==> src/rtl/mem_read_control.sv <==
// mem_read_control
//   Reads buffered events out of three synchronous memories (event size,
//   L1A number, event data) and streams each one as a framed word sequence:
//   header {2'b10,L1A} (sop), size word, size data words, XOR trailer (eop).
//
// Ports
//   clk, reset (sync, active-low)      clock and reset
//   enable                             start new events when 1
//   es_wr_addr                         last slot written by the write side
//   es_rd_addr / es_rd_data            event-size memory read port
//   L1A_rd_addr / L1A_rd_data          L1A memory read port (same address)
//   data_rd_addr / data_rd_data        event data memory read port
//   dout, dout_valid, dout_ready       output stream with handshake
//   dout_sop, dout_eop                 frame delimiters
//   evt_sent                           completed-frame counter (mod 256)
//   busy                               FSM not idle
//   ovf                                sticky: writer 255 events ahead
module mem_read_control (
  input  logic        clk,
  input  logic        reset,
  input  logic        enable,
  input  logic [7:0]  es_wr_addr,
  output logic [7:0]  es_rd_addr,
  input  logic [10:0] es_rd_data,
  output logic [7:0]  L1A_rd_addr,
  input  logic [13:0] L1A_rd_data,
  output logic [15:0] data_rd_addr,
  input  logic [15:0] data_rd_data,
  output logic [15:0] dout,
  output logic        dout_valid,
  input  logic        dout_ready,
  output logic        dout_sop,
  output logic        dout_eop,
  output logic [7:0]  evt_sent,
  output logic        busy,
  output logic        ovf
);

  typedef enum logic [2:0] {IDLE, FETCH, WAIT, HDR, SIZE, DATA, TRL} state_t;

  state_t      state_reg;
  logic [7:0]  rd_addr_reg;
  logic [15:0] data_addr_reg;
  logic [10:0] size_reg;
  logic [10:0] issued_reg;   // data reads issued for this event
  logic [10:0] loaded_reg;   // data words moved into dout for this event
  logic [15:0] xor_reg;
  logic        pend_reg;     // read address on the bus this cycle
  logic        dv_reg;       // read data valid on data_rd_data this cycle

  // two-entry skid buffer between the data memory and dout
  logic [15:0] skid_mem [2];
  logic        wr_ptr_reg;
  logic        rd_ptr_reg;
  logic [1:0]  skid_cnt_reg;

  logic        fire;
  logic        out_free;
  logic        pending;
  logic        avail;
  logic        load;
  logic        pop;
  logic        push;
  logic        issue;
  logic        fetch_phase;
  logic [2:0]  reserved;
  logic [15:0] load_word;

  assign es_rd_addr   = rd_addr_reg;
  assign L1A_rd_addr  = rd_addr_reg;
  assign data_rd_addr = data_addr_reg;
  assign busy         = (state_reg != IDLE);

  assign fire     = dout_valid & dout_ready;
  assign out_free = ~dout_valid | fire;
  assign pending  = (rd_addr_reg != es_wr_addr);
  assign avail    = (skid_cnt_reg != 2'd0) | dv_reg;

  // Buffered words are older than the word arriving from memory, so they
  // drain first; memory data bypasses the buffer only when it is empty.
  assign load      = (state_reg == DATA) && out_free && avail && (loaded_reg != size_reg);
  assign load_word = (skid_cnt_reg != 2'd0) ? skid_mem[rd_ptr_reg] : data_rd_data;
  assign pop       = load && (skid_cnt_reg != 2'd0);
  assign push      = dv_reg && !(load && (skid_cnt_reg == 2'd0));

  // Every read in flight has a buffer slot reserved for it; a word leaving
  // for dout this cycle frees one. Prefetch already starts in HDR/SIZE so the
  // data phase can stream one word per clock.
  assign reserved    = {1'b0, skid_cnt_reg} + {2'b00, pend_reg} + {2'b00, dv_reg};
  assign fetch_phase = (state_reg == HDR) || (state_reg == SIZE) || (state_reg == DATA);
  assign issue       = fetch_phase && (issued_reg != size_reg) &&
                       (reserved < (3'd2 + {2'b00, load}));

  always_ff @(posedge clk) begin
    if (push) begin
      skid_mem[wr_ptr_reg] <= data_rd_data;
    end
  end

  always_ff @(posedge clk) begin
    if (!reset) begin
      wr_ptr_reg   <= 1'b0;
      rd_ptr_reg   <= 1'b0;
      skid_cnt_reg <= 2'd0;
    end else begin
      if (push) wr_ptr_reg <= ~wr_ptr_reg;
      if (pop)  rd_ptr_reg <= ~rd_ptr_reg;
      skid_cnt_reg <= skid_cnt_reg + {1'b0, push} - {1'b0, pop};
    end
  end

  always_ff @(posedge clk) begin
    if (!reset) begin
      state_reg     <= IDLE;
      rd_addr_reg   <= 8'd0;
      data_addr_reg <= 16'd0;
      size_reg      <= 11'd0;
      issued_reg    <= 11'd0;
      loaded_reg    <= 11'd0;
      xor_reg       <= 16'd0;
      pend_reg      <= 1'b0;
      dv_reg        <= 1'b0;
      dout          <= 16'd0;
      dout_valid    <= 1'b0;
      dout_sop      <= 1'b0;
      dout_eop      <= 1'b0;
      evt_sent      <= 8'd0;
      ovf           <= 1'b0;
    end else begin
      if ((es_wr_addr - rd_addr_reg) == 8'd255) ovf <= 1'b1;

      pend_reg <= issue;
      dv_reg   <= pend_reg;
      if (issue) begin
        data_addr_reg <= data_addr_reg + 16'd1;
        issued_reg    <= issued_reg + 11'd1;
      end
      if (load) begin
        loaded_reg <= loaded_reg + 11'd1;
        xor_reg    <= xor_reg ^ load_word;
      end

      case (state_reg)
        IDLE: begin
          // the address moves on entry to FETCH so the memories have it
          // during FETCH and deliver the data during WAIT
          if (enable && pending) begin
            rd_addr_reg <= rd_addr_reg + 8'd1;
            state_reg   <= FETCH;
          end
        end
        FETCH: state_reg <= WAIT;
        WAIT: begin
          size_reg   <= es_rd_data;
          issued_reg <= 11'd0;
          loaded_reg <= 11'd0;
          xor_reg    <= 16'd0;
          dout       <= {2'b10, L1A_rd_data};
          dout_valid <= 1'b1;
          dout_sop   <= 1'b1;
          state_reg  <= HDR;
        end
        HDR: begin
          if (fire) begin
            dout      <= {5'b0, size_reg};
            dout_sop  <= 1'b0;
            state_reg <= SIZE;
          end
        end
        SIZE: begin
          if (fire) begin
            dout <= 16'd0;
            if (size_reg != 11'd0) begin
              dout_valid <= 1'b0;
              state_reg  <= DATA;
            end else begin
              dout_eop  <= 1'b1;
              state_reg <= TRL;
            end
          end
        end
        DATA: begin
          // dout always holds the most recently loaded word, so once all
          // words are loaded a transfer here is the final data word
          if (fire && (loaded_reg == size_reg)) begin
            dout      <= xor_reg;
            dout_eop  <= 1'b1;
            state_reg <= TRL;
          end else if (load) begin
            dout       <= load_word;
            dout_valid <= 1'b1;
          end else if (fire) begin
            dout       <= 16'd0;
            dout_valid <= 1'b0;
          end
        end
        TRL: begin
          if (fire) begin
            dout       <= 16'd0;
            dout_valid <= 1'b0;
            dout_eop   <= 1'b0;
            evt_sent   <= evt_sent + 8'd1;
            state_reg  <= IDLE;
          end
        end
        default: state_reg <= IDLE;
      endcase
    end
  end

endmodule
==> config.mk <==
export PLATFORM = sky130hd
export DESIGN_NAME = mem_read_control
export DESIGN_NICKNAME = d
export VERILOG_FILES = /design/src/rtl/mem_read_control.sv
export SDC_FILE = /design/constraint.sdc
export NUM_CORES = 1
export LEC_CHECK = 0
export CAP_MARGIN = 20
export CORE_ASPECT_RATIO = 2
export CORE_MARGIN = 1
export CORE_UTILIZATION = 30
export DETAILED_ROUTE_END_ITERATION = 16
export GPL_TIMING_DRIVEN = 1
export PLACE_DENSITY_LB_ADDON = 0.1
export SETUP_SLACK_MARGIN = 0.15
export SLEW_MARGIN = 20
export SYNTH_ARGS = -nofsm -noshare
export SYNTH_HDL_FRONTEND = slang
export SYNTH_SLANG_ARGS = --single-unit
==> constraint.sdc <==
create_clock -name clk -period 4.4 [get_ports clk]
set_input_delay 0.44 -clock clk [delete_from_list [all_inputs] [get_ports clk]]
set_output_delay 0.44 -clock clk [all_outputs]
set_load 0.005 [all_outputs]
### Yosys cells after proc, flatten, opt, wreduce, memory -nomap -nowiden

Memories as Yosys holds them, arrays and structs flattened. A register that Yosys moved wholly into a read port is not among the register bits.
Cells that the tools add are included.

* bits in registers: 110
* latch bits: 0
* bits in writable memories: 32
* bits in read-only memories: 0
* input port bits: 53
* memories: 1

Memory list
* skid_mem: depth 2, width 16, rd ports 1, clocked after memory_dff 1, wr ports 1, RTL line 52 `logic [15:0] skid_mem [2];`

* add/subtract/negate cells: 11
* multiply operators: 0
* divide/modulo/power cells: 0
* magnitude comparators: 1
* equality and inequality tests: 19
* shifts and indexed selects: 0
* muxes and demuxes: 29
* bitwise gates (word level): 8
* reductions and logical operators: 31

Operators with widths (count)
* 16-bit two-way mux: 5
* 16-bit one-hot mux with 4 select lines: 1
* 11-bit by 1-bit adder with 11-bit output (second input constant): 2
* 11-bit != test: 2
* 3-bit one-hot mux with 7 select lines: 1
* 16-bit by 1-bit adder with 16-bit output (second input constant): 1
* 8-bit by 1-bit adder with 8-bit output (second input constant): 2
* 16-bit XOR: 1
* 3-bit two-way mux: 5
* 1-bit two-way mux: 13
* 2-bit != test (second input constant): 6
* 11-bit equality test: 1
* 11-bit nonzero test: 1
* 1-bit logical AND: 10
* 5-bit AND reduction: 2
* 3-bit equality test (second input constant): 3
* 8-bit equality test (second input constant): 1
* 8-bit != test: 1
* 2-bit AND reduction: 4
* 4-bit nonzero test: 2
* 8-bit subtractor: 1
* 3-bit by 2-bit equality test with 1-bit output (second input constant): 2
* 3-bit nonzero test: 2
* 2-bit by 1-bit != test with 1-bit output (second input constant): 2
* 21 further kinds: 28

### Depth between registers and ports, before layout

* depth after elaboration: 10
* depth in mapped cells: 13

### Worst setup path after synthesis

No wires, ideal clock.

* kind: flip-flop to flip-flop
* start: register size_reg[0]
* end: memory skid_mem[0][0] (enable)
* library setup time: 0.388 ns
* data arrival time: 2.137 ns
* data required time: 4.012 ns
* path slack: 1.875 ns
* cell stages (with the launch flop): 8
* buffers on the path: 1
* path through: dfxtp_1 -> xnor2_1 -> and4_1 -> clkbuf_1 -> a31oi_1 -> a21oi_1 -> inv_1 -> nor2_1

* cells in the longest elaborated chain, start to end: 7

Ends and longest elaborated chain
* start, declared: RTL line 44 `logic [10:0] size_reg;`
* start signal, assigned: RTL line 154 `size_reg <= es_rd_data;`
* 11-bit != test: RTL line 81 `assign load = (state_reg == DATA) && out_free && avail && (loaded_reg != size_reg);`
* 1-bit logical AND: RTL line 81
* 1-bit logical AND: RTL line 84 `assign push = dv_reg && !(load && (skid_cnt_reg == 2'd0));`
* 1-bit logical NOT: RTL line 84
* 1-bit logical AND: RTL line 84
* 1-bit two-way mux: RTL line 95 `if (push) begin`
* 1-bit two-way mux (not written as such): RTL line 96 `skid_mem[wr_ptr_reg] <= data_rd_data;`
* end, declared: RTL line 52

No other way between the ends.

### Worst setup path after layout

* start: register state_reg[2]
* end: register skid_cnt_reg[1]

RTL lines
* start, declared: RTL line 41 `state_t state_reg;`
* start signal, assigned: RTL line 114 `state_reg <= IDLE;`
* start signal, assigned: RTL line 149 `state_reg <= FETCH;`
* start signal, assigned: RTL line 152 `FETCH: state_reg <= WAIT;`
* 3-bit equality test: RTL line 81
* 1-bit logical AND (3 in a row): RTL line 81
* 1-bit logical AND: RTL line 83 `assign pop = load && (skid_cnt_reg != 2'd0);`
* via pop: RTL line 62 `logic pop;`
* 2-bit by 1-bit subtractor with 2-bit output: RTL line 108 `skid_cnt_reg <= skid_cnt_reg + {1'b0, push} - {1'b0, pop};`
* end signal, assigned: RTL line 108
* end, declared: RTL line 55 `logic [1:0] skid_cnt_reg;`

The timed path passes the listed nets, and every way through them passes these cells.
A chain may end at the register's enable or synchronous reset.

==> impl_metrics.env <==
export IMPL_status="finished, final reports clean"
export IMPL_fmax_ghz=0.321
export IMPL_grt_ovfl_total=0
export IMPL_dp_slack_ns=1.11
export IMPL_total_power_w=0.00336
export IMPL_end_kind="register"
export IMPL_regMostFlops="skid_mem"
export IMPL_hp_class="register to register"
export IMPL_grt_pass1_wl_mm=37.4
export IMPL_cts_max_level=4
export IMPL_dieWidth_um=115
export IMPL_max_cap_violations=0
export IMPL_vias_per_cell=5.20
export IMPL_wl_per_cell_um=18.2
export IMPL_tns_ns=0
export IMPL_antennaDiodeCount=0
export IMPL_cts_tree="done"
export IMPL_clock_path_buffers=2
export IMPL_syn_area_um2=7620
export IMPL_async_flop_share=0
export IMPL_powerDensity_nw_per_um2=350
export IMPL_ys_types=56
export IMPL_cts_root_buf="clkbuf_16"
export IMPL_path_class="register to register"
export IMPL_rrSetupSlack_ns=1.28
export IMPL_leakagePower_nw=3.21
export IMPL_worst_ep_required_time_ns=4.70
export IMPL_grt_setup_unrepaired="no"
export IMPL_clk_pin_slew_worst_paths_ns=0.06
export IMPL_fin_skew_ns=0.00867
export IMPL_synthTopCellsByArea="dfxtp_1 (29%), edfxtp_1 (13%), a21oi_1 (5.5%), mux2i_1 (5.4%), o21ai_0 (4.5%)"
export IMPL_ios=114
export IMPL_slew_headroom=0.308
export IMPL_grt_max_degree=54
export IMPL_tightest_slew_ns=1.03
export IMPL_dieArea_um2=26100
export IMPL_cp_slowest_stage_delay_ns=0.78
export IMPL_hold_violations=0
export IMPL_reg2reg_depth=10
export IMPL_finalInstanceArea_um2=9590
export IMPL_setup_viol=0
export IMPL_io_buffers=113
export IMPL_drive_gt1_frac=0.0524
export IMPL_fillers=2646
export IMPL_vias=6809
export IMPL_worstPathArrival_ns=3.41
export IMPL_finalWorstPathRequiredPeriod_ns=3.12
export IMPL_drv_slew=0
export IMPL_drc_errors=0
export IMPL_core_area_um2=25000
export IMPL_start_util=0.304
export IMPL_post_cts_resized=0
export IMPL_synth_seq_cells=143
export IMPL_place_congestion=0.876
export IMPL_yosys_most_used_dff="dfxtp_1"
export IMPL_largest_register_ffs=32
export IMPL_avgSynthCellArea_um2=8.65
export IMPL_syn_num_nets=951
export IMPL_postLayoutCoreUtil=0.383
export IMPL_fp_dieH_um=227
export IMPL_dr_pass1_iters=5
export IMPL_fin_crit_sh=0.709
export IMPL_yosysTopAreaCell="dfxtp_1"
export IMPL_clock_sinks=143
export IMPL_synthCells=881
export IMPL_postRouteAntennaNets=0
export IMPL_yosysWarnings=0
export IMPL_std_cell_rows=82
export IMPL_grt_usage=0.190
export IMPL_vdd_ir_drop_max_mv=0.189
export IMPL_worst_hold_path_num_cells=2
export IMPL_hpwl_mm=17.6
export IMPL_yosysTopAreaCellShare=0.292
export IMPL_ctsHoldBuffers=0
export IMPL_drtIter0Drc=275
export IMPL_numCtsBuffers=17
export IMPL_path_cells="nand3b_4 -> or3_1 -> a31o_2 -> nor2_1 -> ha_1 -> inv_1 -> ha_1 -> xor2_1 -> xnor2_1 -> nor2_1"
export IMPL_cp_slowest_cell="dfxtp_1"
export IMPL_nets=1030
export IMPL_synth_edff_count=32
export IMPL_cp_start_kind="register"
export IMPL_postCtsSetupRepairBufs=0
export IMPL_placed_area_um2=9000
export IMPL_syn2layout_area_growth_pct=25.9
export IMPL_crit_fanout=41
export IMPL_fin_ws_ns=1.28
export IMPL_synth_seq_area_share=0.418
export IMPL_antenna_found_initial=0
export IMPL_clock_latency_ns=0.43
export IMPL_drt_wl_total_mm=23.8
export IMPL_grt_pass1_vias=6865
[metal layers]
metal,GRT usage,wire (µm),vias up
met1,0.194,9140,3248
met2,0.368,13200,146
met5,0,0,-
met4,0.0863,761,0
li1,-,-,3373
met3,0.0312,783,42
[through the flow]
stage	instances	hold slack (ns)
after floorplan	881	0.450
after global placement	1277	0.447
after detailed placement	1277	0.455
after CTS	1309	0.469
after global routing	1309	0.499
final	1309	0.466
[cell usage in the layout, fill, tap and decap left out, types with 3 or more instances in the layout]
cell / n
xor2_1: 22
or4_1: 7
ha_1: 15
inv_6: 3
clkdlybuf4s50_1: 113
o31ai_1: 6
nand3b_1: 11
xnor2_1: 23
o21ai_0: 68
nor3_1: 10
nor4_1: 25
buf_4: 13
clkbuf_16: 17
a32oi_1: 4
a21oi_1: 84
o21a_1: 6
mux2i_1: 41
nand3_1: 27
and3_1: 7
o211ai_1: 16
and2_1: 4
a22oi_1: 4
nor3b_1: 6
a21boi_0: 3
and4_1: 5
dfxtp_1: 111
nor2_1: 51
nand2b_1: 23
edfxtp_1: 32
nand2_1: 78
or3_1: 32
a31oi_1: 15
bufinv_16: 3
inv_1: 20
nand4_1: 22
clkinv_2: 4
[where the power goes]
part	internal, W	switching, W
registers	0.00137	0.0000484
clock network	0.000890	0.000584
logic	0.000188	0.000278
[kinds of logic (layout without fill, tap and decap cells)]
kind of cell	Yosys count	count (layout)	synth area share
AND/OR/NAND/NOR	319	319	0.222
buffers and inverters	87	179	0.0479
AO/OA/AOI/OAI	227	227	0.175
adder cells (fa/ha/maj)	19	19	0.0325
multiplexers	41	41	0.0538
flip-flops	143	143	0.418
XOR/XNOR	45	45	0.0517
[final timing paths]
kind,start,to
min reg2reg,pend_reg,dv_reg
max,state_reg[2],skid_cnt_reg[1]
min,pend_reg,dv_reg
max reg2reg,state_reg[2],skid_cnt_reg[1]
[area by class of cell]
cell class,count,area [µm²],share of cell area
clock buffer,18,429,0.0447
clock inverter,14,164,0.0171
inverter,21,78.8,0.00822
multi-input combinational,651,4090,0.426
sequential,143,3180,0.332
tap,336,420,0.0438
timing repair buffer,126,1230,0.128
[cell usage after synthesis (6+ instances only)]
library cell / instances
xor2_1: 22
nor3_1: 10
or4_1: 7
xnor2_1: 23
ha_1: 15
and3_1: 7
a21oi_1: 84
nor3b_1: 6
a31oi_1: 16
o21ai_0: 68
dfxtp_1: 111
o31ai_1: 6
nor2_1: 52
nand3b_1: 11
nand4_1: 22
nand2b_1: 23
nor4_1: 26
edfxtp_1: 32
o211ai_1: 16
mux2i_1: 41
clkbuf_1: 51
nand3_1: 27
nand2_1: 78
inv_1: 21
buf_4: 9
or3_1: 32
o21a_1: 6
[worst max-delay path: cells and delay by family (launching register included)]
| kind | cells | cell delay, ns |
|---|---|---|
| AND/OR/NAND/NOR | 4 | 0.95 |
| flip-flops | 1 | 0.78 |
| AO/OA/AOI/OAI | 1 | 0.50 |
| adder cells (fa/ha/maj) | 2 | 0.38 |
| XOR/XNOR | 2 | 0.32 |
| buffers and inverters | 1 | 0.05 |
Power figures use the tool's default switching activity.
